## config.mk

```make
export PLATFORM = sky130hd
export DESIGN_NAME = sequential_fixed_fma_flat
export DESIGN_NICKNAME = d
export VERILOG_FILES = /design/src/rtl/sequential_fixed_fma_pkg.sv /design/src/rtl/sequential_fixed_fma_if.sv /design/src/rtl/sequential_fixed_fma_shift_add_multiplier.sv /design/src/rtl/sequential_fixed_fma.sv /design/src/flat_wrapper.sv
export SDC_FILE = /design/constraint.sdc
export NUM_CORES = 2
export LEC_CHECK = 0
export CORE_MARGIN = 2
export CORE_UTILIZATION = 64
export DETAILED_ROUTE_END_ITERATION = 7
export PLACE_DENSITY = 0.8
export SKIP_CTS_REPAIR_TIMING = 1
export SLEW_MARGIN = 20
export SYNTH_ARGS = -nofsm -noshare
export SYNTH_HDL_FRONTEND = slang
export SYNTH_SLANG_ARGS = --single-unit
```

## constraint.sdc

```tcl
create_clock -name clock -period 7.85 [get_ports clock]
set_input_delay 1.1775 -clock clock [delete_from_list [all_inputs] [get_ports clock]]
set_output_delay 1.1775 -clock clock [all_outputs]
set_load 0.03 [all_outputs]
```

## src/rtl/sequential_fixed_fma_pkg.sv

```systemverilog
// ransac_fixed: fixed-point types, FMA opcodes, FSM states and format helpers
package ransac_fixed;
  localparam int VALUE_BITS = 32;
  localparam int FRACTION_BITS = 16;
  typedef logic signed [VALUE_BITS-1:0] fixed_t;
  typedef enum logic [1:0] {
    FMA_OPCODE_POS_A_POS_C = 2'b00,
    FMA_OPCODE_POS_A_NEG_C = 2'b01,
    FMA_OPCODE_NEG_A_POS_C = 2'b10,
    FMA_OPCODE_NEG_A_NEG_C = 2'b11
  } fma_opcode_t;
  typedef enum logic [1:0] {IDLE, MUL, ADD} state_t;
  function automatic int value_bits();
    return VALUE_BITS;
  endfunction
  function automatic int fraction_bits();
    return FRACTION_BITS;
  endfunction
  function automatic fixed_t one();
    return fixed_t'(1) <<< FRACTION_BITS;
  endfunction
  function automatic fixed_t max_fixed();
    return {1'b0, {(VALUE_BITS-1){1'b1}}};
  endfunction
  function automatic fixed_t min_fixed();
    return {1'b1, {(VALUE_BITS-1){1'b0}}};
  endfunction
endpackage

```

## src/rtl/sequential_fixed_fma_if.sv

```systemverilog
// sequential_fixed_fma_if: FMA valid/ready request and result bundle
interface sequential_fixed_fma_if import ransac_fixed::*; ();
  logic input_valid;
  logic input_ready;
  fma_opcode_t opcode;
  fixed_t a;
  fixed_t b;
  fixed_t c;
  logic output_valid;
  fixed_t r;
  modport master(output input_valid, opcode, a, b, c, input input_ready, output_valid, r);
  modport slave(input input_valid, opcode, a, b, c, output input_ready, output_valid, r);
endinterface

```

## src/rtl/sequential_fixed_fma_shift_add_multiplier.sv

```systemverilog
// shift_add_multiplier: unsigned width x width multiplier, step_bits of y per cycle
module shift_add_multiplier #(
  parameter int width = 32,
  parameter int step_bits = 16
) (
  input  logic               clock,
  input  logic               reset,
  input  logic               start,
  input  logic [width-1:0]   x,
  input  logic [width-1:0]   y,
  output logic               done,
  output logic [2*width-1:0] product
);
  localparam int steps = width / step_bits;
  localparam int cw = $clog2(steps + 1);
  logic [2*width-1:0] addend;
  logic [width-1:0] mplier;
  logic [cw-1:0] count;
  assign done = count == cw'(1);
  // load on start, then add one shifted partial product per cycle
  always_ff @(posedge clock)
    if (reset) begin
      count <= '0;
      product <= '0;
    end else if (start) begin
      addend <= {{width{1'b0}}, x};
      mplier <= y;
      product <= '0;
      count <= cw'(steps);
    end else if (count != '0) begin
      product <= product + addend * (2*width)'(mplier[step_bits-1:0]);
      addend <= addend << step_bits;
      mplier <= mplier >> step_bits;
      count <= count - 1'b1;
    end
endmodule

```

## src/rtl/sequential_fixed_fma.sv

```systemverilog
// sequential_fixed_fma: multi-cycle r = (+/-a*b) + (+/-c); RANSAC_FMA_SATURATE_EN clamps instead of wrapping
module sequential_fixed_fma import ransac_fixed::*; #(
  parameter int latency = value_bits() / 16
) (
  input logic clock,
  input logic reset,
  sequential_fixed_fma_if.slave bus
);
  localparam int W = value_bits();
  localparam int F = fraction_bits();
  state_t state, next;
  logic accept, done, neg_p, neg_c, unused;
  logic [W-1:0] a_mag, b_mag;
  logic [2*W-1:0] product;
  fixed_t c_q, res;
  logic signed [W+1:0] p_mag, p_term, c_ext, c_term, sum;
  assign accept = bus.input_valid && state == IDLE;
  assign bus.input_ready = state == IDLE;
  assign a_mag = bus.a[W-1] ? -bus.a : bus.a;
  assign b_mag = bus.b[W-1] ? -bus.b : bus.b;
  shift_add_multiplier #(.width(W), .step_bits(W / latency)) mult (
    .clock(clock), .reset(reset), .start(accept), .x(a_mag), .y(b_mag), .done(done), .product(product)
  );
  assign p_mag = product[W+F+1:F];
  assign p_term = neg_p ? -p_mag : p_mag;
  assign c_ext = {{2{c_q[W-1]}}, c_q};
  assign c_term = neg_c ? -c_ext : c_ext;
  assign sum = p_term + c_term;
`ifdef RANSAC_FMA_SATURATE_EN
  assign res = (sum[W+1:W-1] == 3'b000 || sum[W+1:W-1] == 3'b111) ? sum[W-1:0] : sum[W+1] ? min_fixed() : max_fixed();
  assign unused = ^{product[2*W-1:W+F+2], product[F-1:0]};
`else
  assign res = sum[W-1:0];
  assign unused = ^{product[2*W-1:W+F+2], product[F-1:0], sum[W+1:W]};
`endif
  // state register
  always_ff @(posedge clock)
    state <= reset ? IDLE : next;
  // IDLE waits for a request, MUL follows the multiplier, ADD lasts one cycle
  always_comb begin
    next = state;
    next = state == IDLE ? (bus.input_valid ? MUL : IDLE) : state == MUL ? (done ? ADD : MUL) : IDLE;
  end
  // latch sign selection and addend on accept
  always_ff @(posedge clock)
    if (accept) begin
      neg_p <= bus.a[W-1] ^ bus.b[W-1] ^ bus.opcode[1];
      neg_c <= bus.opcode[0];
      c_q <= bus.c;
    end
  // register the result and pulse output_valid as ADD completes
  always_ff @(posedge clock)
    if (reset) begin
      bus.output_valid <= 1'b0;
      bus.r <= '0;
    end else begin
      bus.output_valid <= state == ADD;
      if (state == ADD) bus.r <= res;
    end
endmodule
```

## src/flat_wrapper.sv

```systemverilog
// flat-port wrapper written by rule: the top's interface ports become plain ports
module sequential_fixed_fma_flat import ransac_fixed::*;
#(
  parameter int latency = value_bits() / 16
)
  (clock, reset, bus_input_valid, bus_opcode, bus_a, bus_b, bus_c, bus_input_ready, bus_output_valid, bus_r);
  sequential_fixed_fma_if bus_i ();
  input logic clock;
  input logic reset;
  input wire logic [$bits(bus_i.input_valid)-1:0] bus_input_valid;
  input wire logic [$bits(bus_i.opcode)-1:0] bus_opcode;
  input wire logic [$bits(bus_i.a)-1:0] bus_a;
  input wire logic [$bits(bus_i.b)-1:0] bus_b;
  input wire logic [$bits(bus_i.c)-1:0] bus_c;
  output wire logic [$bits(bus_i.input_ready)-1:0] bus_input_ready;
  output wire logic [$bits(bus_i.output_valid)-1:0] bus_output_valid;
  output wire logic [$bits(bus_i.r)-1:0] bus_r;
  assign bus_i.input_valid = bus_input_valid;
  assign bus_i.opcode = bus_opcode;
  assign bus_i.a = bus_a;
  assign bus_i.b = bus_b;
  assign bus_i.c = bus_c;
  assign bus_input_ready = bus_i.input_ready;
  assign bus_output_valid = bus_i.output_valid;
  assign bus_r = bus_i.r;
  sequential_fixed_fma #(.latency(latency)) u_core (.clock(clock), .reset(reset), .bus(bus_i));
endmodule
```

=== Word level (Yosys, flattened, before mapping) ===
Index checks and enable logic that the tools add are counted.

* Bits of input ports: 101
* Register bits after elaboration: 231
* Word-level logic and storage cells: 46

* Mux-type cells: 14
* Reductions and logical operators: 6
* Bitwise gates (word level): 3
* $mul: 1
* $add $sub $neg: 7
* Equal/unequal tests: 3

{| class="wikitable"
|+ Operator list
! kind !! count
|-
| 2-to-1 mux 32 bit || 7
|-
| negation 32 bit || 4
|-
| adder 64 bit || 1
|-
| multiplier 64 x 16 -> 64 bit || 1
|-
| 2-to-1 mux 64 bit || 1
|-
| adder 32 bit || 1
|-
| 2-to-1 mux 2 bit || 5
|-
| == test 2 x 1 -> 1 bit (second input constant) || 2
|-
| nonzero test 2 bit || 2
|-
| == test 2 bit (second input constant) || 1
|-
| logical NOT 2 bit || 1
|-
| AND reduction 2 bit || 1
|-
| OR reduction 2 bit || 1
|-
| subtractor 2 x 1 -> 2 bit (second input constant) || 1
|-
| XOR 1 bit || 2
|-
| logical AND 1 bit || 1
|-
| 2-to-1 mux 1 bit || 1
|-
| NOT 1 bit || 1
|}

=== Depth between registers and ports, before layout ===
* Word-level depth: 4
* Mapped depth: 26
* Gate-level depth less buffers: 24

=== Hierarchy ===
From an unflattened synthesis, not the netlist that was laid out.

* Cell total of the unflattened synthesis: 4,683
* Area total of the unflattened synthesis: 41,103.2 sq um

{| class="wikitable"
|+ Modules (own cells, without submodules)
! module !! cells each !! instances !! seq. area each (sq um) !! area each (sq um)
|-
| shift_add_multiplier || 3,888 || 1 || 4,204.0 || 34,713.3
|-
| sequential_fixed_fma || 795 || 1 || 1,721.7 || 6,389.9
|}

=== Least setup slack after synthesis ===
Ideal clock, no wire load.

* Path type: reg-to-reg
* Start point: register u_core.mult.mplier[1]
* End point: register u_core.mult.product[46]
* Period minus slack after synthesis: 6.399 ns
* Path slack: 1.451 ns
* Arrival time: 6.275 ns
* Required time: 7.726 ns
* Stages on the path, launching flop included: 24
* Path buffers: 2
* Path through: edfxtp_1 > clkbuf_1 > clkbuf_1 > nand2_1 > fa_1 > fa_1 > fa_1 > inv_1 > fa_1 > fa_1 > inv_1 > fa_1 > inv_1 > ha_1 > a211oi_1 > nand2_1 > o2111ai_1 > or3b_1 > a31oi_1 > o22ai_1 > a221o_1 > o21ai_1 > and3_1 > o31ai_1

* Longest elaborated chain between the ends: 2

{| class="wikitable"
|+ RTL lines
! item !! line !! text
|-
| start: declaration || sequential_fixed_fma_shift_add_multiplier.sv:17 || <nowiki>logic [width-1:0] mplier;</nowiki>
|-
| start signal: assignment || sequential_fixed_fma_shift_add_multiplier.sv:27 || <nowiki>mplier <= y;</nowiki>
|-
| start signal: assignment || sequential_fixed_fma_shift_add_multiplier.sv:33 || <nowiki>mplier <= mplier >> step_bits;</nowiki>
|-
| multiplier 64 x 16 -> 64 bit || sequential_fixed_fma_shift_add_multiplier.sv:31 || <nowiki>product <= product + addend * (2*width)'(mplier[step_bits-1:0]);</nowiki>
|-
| adder 64 bit || sequential_fixed_fma_shift_add_multiplier.sv:31 ||
|-
| end signal: assignment || sequential_fixed_fma_shift_add_multiplier.sv:31 ||
|-
| end: declaration || sequential_fixed_fma_shift_add_multiplier.sv:12 || <nowiki>output logic [2*width-1:0] product</nowiki>
|}

No other way between the ends.
A chain may end at the register's enable or synchronous reset.

=== Final worst setup path ===
* Start point: register u_core.mult.mplier[12]
* End point: register u_core.mult.product[46]

The elaborated chain is that of the path after synthesis.

==> out/qor.yml <==
status: "completed"
htreeDepth: 4
synthArstFlopShare: 0
via_count: 25000
n_fill_cell: 3783
slew_headroom: 0.269
fin_crit_sh: 0.966
finalWeightedCongestion: 0.991
ys_types: 73
grt-busiest-layer: "met2"
start_util: 0.645
grt_max_degree: 109
drtPass1Iterations: 7
syn_area_um2: 31400
dieWidth_um: 225
cp.arrival_ns: 7.94
drc: 0
rows: 81
cts_tree: "yes"
grt_setup_unrepaired: "no"
cp-start-kind: "register"
period_needed_ns: 7.59
ys.flop_type: "edfxtp_1"
clk-insertion-delay-late_ns: 0.48
met1_usage: 0.456
slew_viol_final: 0
skew_ns: 0.0170
synth_nets: 4390
ios: 135
max_freq_mhz: 132
diodes: 0
core_area_um2: 48600
grt_util_met3: 0.0628
io_buffers: 134
synthCells: 3595
drt_iter0_drc: 2173
die_height_um: 225
finalHoldViolations: 0
crit_required_ns: 8.21
cp_max_fo: 18
antenna_found_initial: 0
cts_root_buf: "clkbuf_16"
drive_gt1_frac: 0.0363
critPathKind: "register to register"
cts.path.max_buffers: 2
routedWlPerCell_um: 19.5
synth_edf_count: 114
ys_warn_count: 0
worstMarginPinSlew_ns: 1.09
area.growth.synth_to_final_pct: 8.86
grt_pass1_wl_mm: 135
syn_area_per_cell_um2: 8.73
wirelength_mm: 83.8
viasPerCell: 5.82
dp.final_hpwl_mm: 65.3
grt_use_met2: 0.559
clock-sinks: 199
grt_overflow: 0
ys_seq_elements: 199
numCtsBuffers: 17
fin_nets: 4448
grt_util_all_layers: 0.348
die_area_um2: 50800
setup_tns_ns: 0
ant_nets: 0
setup_viol_count_final: 0
hold_path_class: "register to register"
clk_pin_slew_ns: 0.08
max_cap_violations: 0
grt_pass1_vias: 25600
synth_seq_area_share: 0.163
end_kind: "register"
==> Yosys cell counts (all sizes together) (16+ instances only) <==
| library cell | instances | area, um^2 |
|---|---|---|
| fa | 575 | 11500 |
| o31ai | 39 | 307 |
| nor2 | 105 | 394 |
| nand2b | 20 | 133 |
| and2 | 232 | 1450 |
| nor3 | 16 | 80.1 |
| nand3 | 35 | 175 |
| edfxtp | 114 | 3420 |
| or4 | 19 | 158 |
| xnor2 | 121 | 1060 |
| dfxtp | 85 | 1700 |
| a21oi | 118 | 591 |
| or3 | 20 | 125 |
| o21ai | 114 | 571 |
| a21o | 26 | 195 |
| inv | 758 | 2850 |
| o41ai | 19 | 166 |
| xor2 | 81 | 709 |
| nand2 | 646 | 2420 |
| ha | 119 | 1490 |
| a211oi | 21 | 158 |
| clkbuf | 159 | 598 |
==> layout make-up <==
type | count | area (um^2) | area share
clock buffer | 17 | 425 | 0.0124
clock inverter | 15 | 149 | 0.00436
inverter | 759 | 2850 | 0.0834
multi-input combinational | 2468 | 22800 | 0.668
sequential | 199 | 5120 | 0.150
tap | 622 | 778 | 0.0228
timing repair buffer | 208 | 2030 | 0.0595
==> metrics by stage <==
step | instances | hold slack [ns] | setup WS [ns] | area, um^2 | utilization
finish | 4288 | 0.451 | 0.264 | 34200 | 0.703
global route | 4288 | 0.468 | 0.0572 | 34200 | 0.703
CTS | 4288 | 0.456 | 0.500 | 34200 | 0.703
detailed placement | 4256 | 0.444 | 0.533 | 33600 | 0.691
global placement | 4256 | 0.439 | 0.643 | 33600 | 0.691
floorplan | 3595 | 0.432 | 1.45 | 31400 | -
==> cell families (layout without fill, tap and decap cells) <==
group,count (synthesis),after routing,share of synthesized area
AOI/OAI and AO/OA,404,404,0.0805
xor gates and xnor gates,202,202,0.0564
adders and majority gates,694,694,0.414
buffers and inverters,928,999,0.111
DFF,199,199,0.163
muxes,6,6,0.00191
and+or+nand+nor,1162,1162,0.173
==> cells in the final DEF, fill, tap and decap left out, types with 9 or more instances in the layout <==
master and n:
inv_1 752, nand2_1 645, fa_1 575, and2_1 231, clkdlybuf4s50_1 134, xnor2_1 121, ha_1 119, a21oi_1 117
edfxtp_1 114, nor2_1 104, o21ai_0 85, dfxtp_1 85, xor2_1 81, buf_4 63, o31ai_1 38, nand3_1 35
o21ai_1 29, a21o_1 26, a211oi_1 21, or3_1 20, o41ai_1 19, nand2b_1 18, clkbuf_16 17, nor3_1 16
or4_1 15, nand4_1 11, nor2b_1 11, buf_12 11, nor4_1 9
==> layer usage <==
metal  wire (um)  vias to the layer above
met3        7990                      273
met4        4920                        0
met5           0                        -
li1            -                    11000
met2       39300                     1243
met1       31600                    12400
==> critical path, cell delays in order, from the launching register on <==
cell	delay [ns]
edfxtp_1	1.03
nand2_1	0.17
fa_1	0.55
inv_1	0.06
fa_1	0.55
fa_1	0.44
fa_1	0.47
fa_1	0.49
inv_1	0.05
fa_1	0.48
inv_1	0.04
ha_1	0.35
a21oi_1	0.34
o211ai_1	0.25
or3b_1	0.45
a31oi_1	0.52
o22ai_1	0.36
a221o_1	0.45
o21ai_1	0.16
and3_1	0.17
o31ai_1	0.07
==> sequential cells by signal (all words and copies together), names as in the netlist <==
| name | count |
|---|---|
| u_core.c_q | 32 |
| u_core.mult.mplier | 32 |
| u_core.mult.addend | 48 |
| u_core.mult.count | 2 |
| u_core.state | 2 |
| u_core.neg_p | 1 |
| u_core.bus.r | 32 |
| u_core.mult.product | 48 |
| u_core.bus.output_valid | 1 |
| u_core.neg_c | 1 |
==> final timing paths <==
kind | start | to | slack, ns | depth (start not counted)
max reg2reg | u_core.mult.mplier[12] | u_core.mult.product[46] | 0.26 | 20
min | u_core.bus.r[28] | u_core.bus.r[28] | 0.45 | 2
min reg2reg | u_core.bus.r[28] | u_core.bus.r[28] | 0.45 | 2
max | u_core.mult.mplier[12] | u_core.mult.product[46] | 0.26 | 20
Power is left out: the tool's default activity adds up to more than one toggle a clock period on the data nets, which glitch-free logic cannot reach.
